`config.mk`:
```
export PLATFORM = sky130hd
export DESIGN_NAME = render_sequencer
export DESIGN_NICKNAME = d
export VERILOG_FILES = /design/src/rtl/render_sequencer.sv
export SDC_FILE = /design/constraint.sdc
export NUM_CORES = 1
export LEC_CHECK = 0
export ABC_AREA = 1
export ABC_CLOCK_PERIOD_IN_PS = 5000
export CORE_ASPECT_RATIO = 0.9
export CORE_MARGIN = 5
export CORE_UTILIZATION = 50
export DETAILED_ROUTE_END_ITERATION = 8
export PLACE_DENSITY = 0.86
export SETUP_SLACK_MARGIN = 0.1
export SKIP_LAST_GASP = 1
export SLEW_MARGIN = 20
export SYNTH_ARGS = -nofsm -noshare
export SYNTH_HDL_FRONTEND = slang
export SYNTH_SLANG_ARGS = --single-unit
```
`constraint.sdc`:
```
create_clock -name clk -period 5 [get_ports clk]
set_input_delay 1 -clock clk [delete_from_list [all_inputs] [get_ports clk]]
set_output_delay 1 -clock clk [all_outputs]
set_load 0.02 [all_outputs]
```
`src/rtl/render_sequencer.sv`:
```
// Selects which renderer drives the shared RGB pins; the debounced button or an
// optional frame timer advances the selection, applied only at vertical-blank start.
module render_sequencer #(
  parameter int unsigned V_RES       = 480,
  parameter int unsigned N_MODES     = 4,
  parameter int unsigned DB_CYCLES   = 120000,
  parameter int unsigned AUTO_FRAMES = 0
) (
  input  logic                       clk,
  input  logic                       rst_n,
  input  logic [9:0]                 sx,
  input  logic [9:0]                 sy,
  input  logic                       de,
  input  logic                       btn,
  input  logic [6*N_MODES-1:0]       rgb_in,
  output logic [5:0]                 rgb,
  output logic [$clog2(N_MODES)-1:0] mode,
  output logic                       frame_tick,
  output logic                       mode_changed,
  output logic                       btn_level
);
  localparam int unsigned MODE_W = $clog2(N_MODES);
  localparam int unsigned DB_W   = $clog2(DB_CYCLES + 1);
  localparam int unsigned AUTO_W = (AUTO_FRAMES > 1) ? $clog2(AUTO_FRAMES) : 1;

  typedef enum logic [1:0] {REL, PRESS_WAIT, PRS, REL_WAIT} db_state_t;

  db_state_t         db_state;
  logic [DB_W-1:0]   db_cnt;
  logic              btn_m;
  logic              btn_s;
  logic              pending;
  logic [AUTO_W-1:0] auto_cnt;

  logic       db_done_c;
  logic       press_c;
  logic       tick_c;
  logic       expire_c;
  logic       advance_c;
  logic [5:0] sel_c;

  // The stable-sample count completes on the DB_CYCLES-th consecutive sample.
  assign db_done_c = (32'(db_cnt) + 32'd1) >= (DB_CYCLES - 32'd1);
  assign press_c   = (db_state == PRESS_WAIT) && btn_s && db_done_c;
  assign tick_c    = (sx == 10'd0) && (sy == 10'(V_RES));
  assign expire_c  = (AUTO_FRAMES != 0) && (32'(auto_cnt) == (AUTO_FRAMES - 32'd1));
  assign advance_c = tick_c && (pending || expire_c);

  // Renderer field for the current mode; unused encodings select black.
  always_comb begin
    sel_c = 6'd0;
    for (int unsigned k = 0; k < N_MODES; k++) begin
      if (32'(mode) == k) sel_c = rgb_in[6*k +: 6];
    end
  end

  // Button synchronizer and debounce FSM.
  always_ff @(posedge clk) begin
    if (!rst_n) begin
      btn_m     <= 1'b0;
      btn_s     <= 1'b0;
      db_state  <= REL;
      db_cnt    <= '0;
      btn_level <= 1'b0;
    end else begin
      btn_m <= btn;
      btn_s <= btn_m;
      case (db_state)
        REL: begin
          if (btn_s) begin
            db_state <= PRESS_WAIT;
            db_cnt   <= '0;
          end
        end
        PRESS_WAIT: begin
          if (!btn_s) begin
            db_state <= REL;
          end else if (db_done_c) begin
            db_state  <= PRS;
            btn_level <= 1'b1;
          end else begin
            db_cnt <= db_cnt + DB_W'(1);
          end
        end
        PRS: begin
          if (!btn_s) begin
            db_state <= REL_WAIT;
            db_cnt   <= '0;
          end
        end
        REL_WAIT: begin
          if (btn_s) begin
            db_state <= PRS;
          end else if (db_done_c) begin
            db_state  <= REL;
            btn_level <= 1'b0;
          end else begin
            db_cnt <= db_cnt + DB_W'(1);
          end
        end
        default: db_state <= REL;
      endcase
    end
  end

  // Frame-synchronous mode update and registered pixel mux.
  always_ff @(posedge clk) begin
    if (!rst_n) begin
      rgb          <= 6'd0;
      mode         <= '0;
      frame_tick   <= 1'b0;
      mode_changed <= 1'b0;
      pending      <= 1'b0;
      auto_cnt     <= '0;
    end else begin
      rgb          <= de ? sel_c : 6'd0;
      frame_tick   <= tick_c;
      mode_changed <= advance_c;
      if (advance_c) begin
        mode     <= (32'(mode) == (N_MODES - 32'd1)) ? '0 : mode + MODE_W'(1);
        auto_cnt <= '0;
      end else if (tick_c && (AUTO_FRAMES != 0)) begin
        auto_cnt <= auto_cnt + AUTO_W'(1);
      end
      // A press coinciding with the tick survives into the next frame.
      if (press_c) begin
        pending <= 1'b1;
      end else if (advance_c) begin
        pending <= 1'b0;
      end
    end
  end

endmodule

```
# Word level (Yosys, flattened, before mapping)
# Index checks and enable logic that the tools add are counted.
# Widths: inputs -> output; s select.
# totals
reg_bits,33
out_inout_bits,11
# classes
n_mux,25
addsub,3
reduce_logical,13
eq_ne,15
order_cmp,1
# ops
cell,n
$mux 17,5
$pmux 17 s4,1
$mux 6,4
$add 17x1->18 const B,1
$ge 18x17->1 const B,1
$add 17x1->17 const B,1
$mux 2,7
$ne 2x2->1 const B,6
$eq 10x9->1 const B,1
$logic_not 10->1,1
$eq 2x2->1 const B,4
$pmux 2 s4,1
$reduce_and 4->1,2
$mux 1,6
$ne 3x3->1 const B,2
$reduce_and 5->1,1
$eq 2x1->1 const B,2
$logic_and 1x1->1,4
$logic_not 2->1,2
$reduce_bool 2->1,2
$add 2x1->2 const B,1
$pmux 1 s2,1
$reduce_and 2->1,1

# Depth between registers and ports, before layout
# depth
word_depth,5
ltp_mapped,17

# Worst setup path before layout
# OpenSTA, ideal clock, no wires.
# synth_path
path_type,input to register
startpoint,in sx[9]
endpoint,reg mode[0]
arrival_ns,2.092
path_buffers,0
cell_stages,6
t_required_ns,4.930
setup_slack_ns,2.839
path_cell_list,or4_1 -> nor2_1 -> nand4_1 -> nor2_1 -> o21ai_0 -> a21oi_1
# synth_via
elab_chain_len,3
# synth_lines
item,line,source
"start, declared",11,"input logic [9:0] sx,"
$logic_not 10->1,45,assign tick_c = (sx == 10'd0) && (sy == 10'(V_RES));
$logic_and 1x1->1,45,
$logic_and 1x1->1,47,assign advance_c = tick_c && (pending || expire_c);
"end signal, assigned",120,mode <= (32'(mode) == (N_MODES - 32'd1)) ? '0 : mode + MODE_W'(1);
"end, declared",17,"output logic [$clog2(N_MODES)-1:0] mode,"
# No other way between the ends.
# A chain may end at the register's enable or synchronous reset.

# Worst setup path in the final report
# Same ends and word-level chain as after synthesis.

==> results_dict.tcl <==
set metrics [dict create \
    port_buffers 58 \
    max_cap_viol_count 0 \
    cts_tree "built" \
    die-area_um2 5770 \
    worst_pin_slew_ns 0.904 \
    worst_ep_required_time_ns 5.22 \
    critPathLaunchType "input port" \
    cts_max_path_buffers 2 \
    p_per_area_nw_per_um2 199 \
    avgSynthCellArea_um2 6.63 \
    regArea_um2 661 \
    fin_nets 438 \
    fp-row-count 22 \
    ys_seq_area_share_pct 30.4 \
    tns_ns 0 \
    start_util_pct 52.6 \
    ys_seq_elements 33 \
    cts.sinks 33 \
    post_cts_resize_count 0 \
    dieHeight_um 72.5 \
    syn-num-nets 382 \
    crit_path_end_kind "flop" \
    num-fill-cells 358 \
    final_common_cell "nand2_1" \
    grt_max_degree 29 \
    cts_hold_buf 0 \
    final_cell_mix "nand2_1, clkdlybuf4s50_1, nor2_1, dfxtp_1, a21oi_1" \
    cp_max_fo 5 \
    layout_min_cycle_time_ns 2.45 \
    hold_violations 0 \
    p_leak_nw 1.10 \
    post_cts_buffers 0 \
    core-area_um2 4130 \
    synthArstFlopShare_pct 0 \
    synthCells 328 \
    routedWlPerCell_um 12.8 \
    finalClockSkew_ns 0.00292 \
    antenna_found_initial 0 \
    pre_cts_slack_ns 2.25 \
    setup_viol 0 \
    ant_nets 0 \
    ir_worst_vdd_uv 153 \
    grt_pass1_wl_mm 9.12 \
    wl_mm 5.55 \
    gp_congestion 0.931 \
    ys.warnings.count 0 \
    htreeDepth 2 \
    synthFlopType "dfxtp_1" \
    area_growth_pct 30.6 \
    drt-initial-drc-count 180 \
    slew_headroom_pct 39.5 \
    grt_pass1_vias 2038 \
    drt-pass1-iter-count 4 \
    grt_overflow 0 \
    critPathKind "input port to flop" \
    worstSkewPairLatency_ns 0.28 \
    n_antenna_cell 0 \
    synth_cell_types 32 \
    fin_crit_sh_pct 49.0 \
    clk_pin_slew_worst_paths_ns 0.06 \
    fmax_ghz 0.409 \
    synth_edf_count 0 \
    netlist_area_um2 2170 \
    dpl.hpwl_mm 4.19 \
    root_buffer "clkbuf_8" \
    die_w_um 79.5 \
    drt-vias-per-instance 5.18 \
    multiInputGateArea_um2 1360 \
    post-route-drc-count 0 \
    vias 2243 \
    finalPower_uw 565 \
    worstHoldPathType "flop to flop" \
    grtUsageTotal_pct 20.0 \
    worstPathArrival_ns 2.67 \
    layout-drive-gt1-share_pct 11.2 \
    ioPinCount 59 \
    cts_buffers 5 \
    rsz0062_at_grt "no" \
    status "complete, no violations" \
    setup_slack_ns 2.55 \
    drv_slew 0 \
]
==> Yosys cell counts (3+ instances only) <==
library cell,n,area [µm²]
clkbuf_1,3,11.3
xnor2_1,5,43.8
nand2_2,3,18.8
nand4_1,6,37.5
inv_1,22,82.6
a21oi_1,25,125
nand3_1,23,115
dfxtp_1,33,661
a21oi_2,10,87.6
ha_1,6,75.1
o21ai_0,9,45.0
nor2_1,53,199
nor2_2,7,43.8
nand2_1,90,338
xor2_1,4,35.0
nand3_2,7,70.1
==> worst paths after layout <==
path,from,to,slack (ns),cells after the start
min,btn_m,btn_s,0.44,2
max reg2reg,db_cnt[0],db_cnt[2],2.57,16
min reg2reg,btn_m,btn_s,0.44,2
max,sx[9],mode[0],2.55,7
==> per-stage QoR <==
step                      area (µm²)  util [%]  cells  hold slack, ns
final                           2840      68.7    433           0.439
after global routing            2840      68.7    433           0.460
after CTS                       2840      68.7    433           0.436
after detailed placement        2760      66.7    425           0.428
after global placement          2760      66.7    425           0.431
after floorplan                 2170         -    328           0.390
==> area by class of cell <==
class                           instances  area share [%]
Inverter                               23            3.04
Sequential cell                        33            23.3
Multi-Input combinational cell        262            47.9
Clock buffer                            6            2.56
Clock inverter                          2           0.353
Tap cell                               48            2.12
Timing Repair Buffer                   59            20.7
==> power breakdown <==
| part | total (mW) | switching, mW | leakage, nW | internal (mW) |
|---|---|---|---|---|
| Combinational | 0.0907 | 0.0364 | 0.787 | 0.0543 |
| Clock | 0.189 | 0.0933 | 0.0450 | 0.0962 |
| Sequential | 0.284 | 0.0120 | 0.269 | 0.272 |
| Total | 0.565 | 0.142 | 1.10 | 0.423 |
==> layer usage <==
| layer | share of wire (%) | track usage, % | vias to the layer above |
|---|---|---|---|
| li1 | - | - | 1167 |
| met1 | 44 | 25.9 | 998 |
| met2 | 47 | 33.5 | 72 |
| met3 | 7.6 | 5.33 | 6 |
| met4 | 0.87 | 4.20 | 0 |
| met5 | 0 | 0 | - |
==> registers in the layout (all words and copies together) (netlist names), named ones only <==
register / cells
mode: 2
pending: 1
btn_m: 1
db_state: 1
mode_changed: 1
db_cnt: 17
btn_s: 1
btn_level: 1
rgb: 6
frame_tick: 1
==> logic make-up (layout without fill, tap and decap cells) <==
group | after synthesis | after routing | synth area share (%)
AND/OR/NAND/NOR | 200 | 200 | 42.1
flip-flops | 33 | 33 | 30.4
buffers and inverters | 33 | 90 | 7.37
AO/OA/AOI/OAI | 47 | 47 | 13.0
XOR/XNOR | 9 | 9 | 3.63
adder cells (fa/ha/maj) | 6 | 6 | 3.45
==> critical path, stage by stage <==
cell and delay (ns):
clkdlybuf4s50_1 0.41, or4_1 0.51, nor2_1 0.10, nand4_1 0.17, nor2_1 0.22, o21ai_0 0.10
a21oi_1 0.16
(Power assumes the default switching activity.)
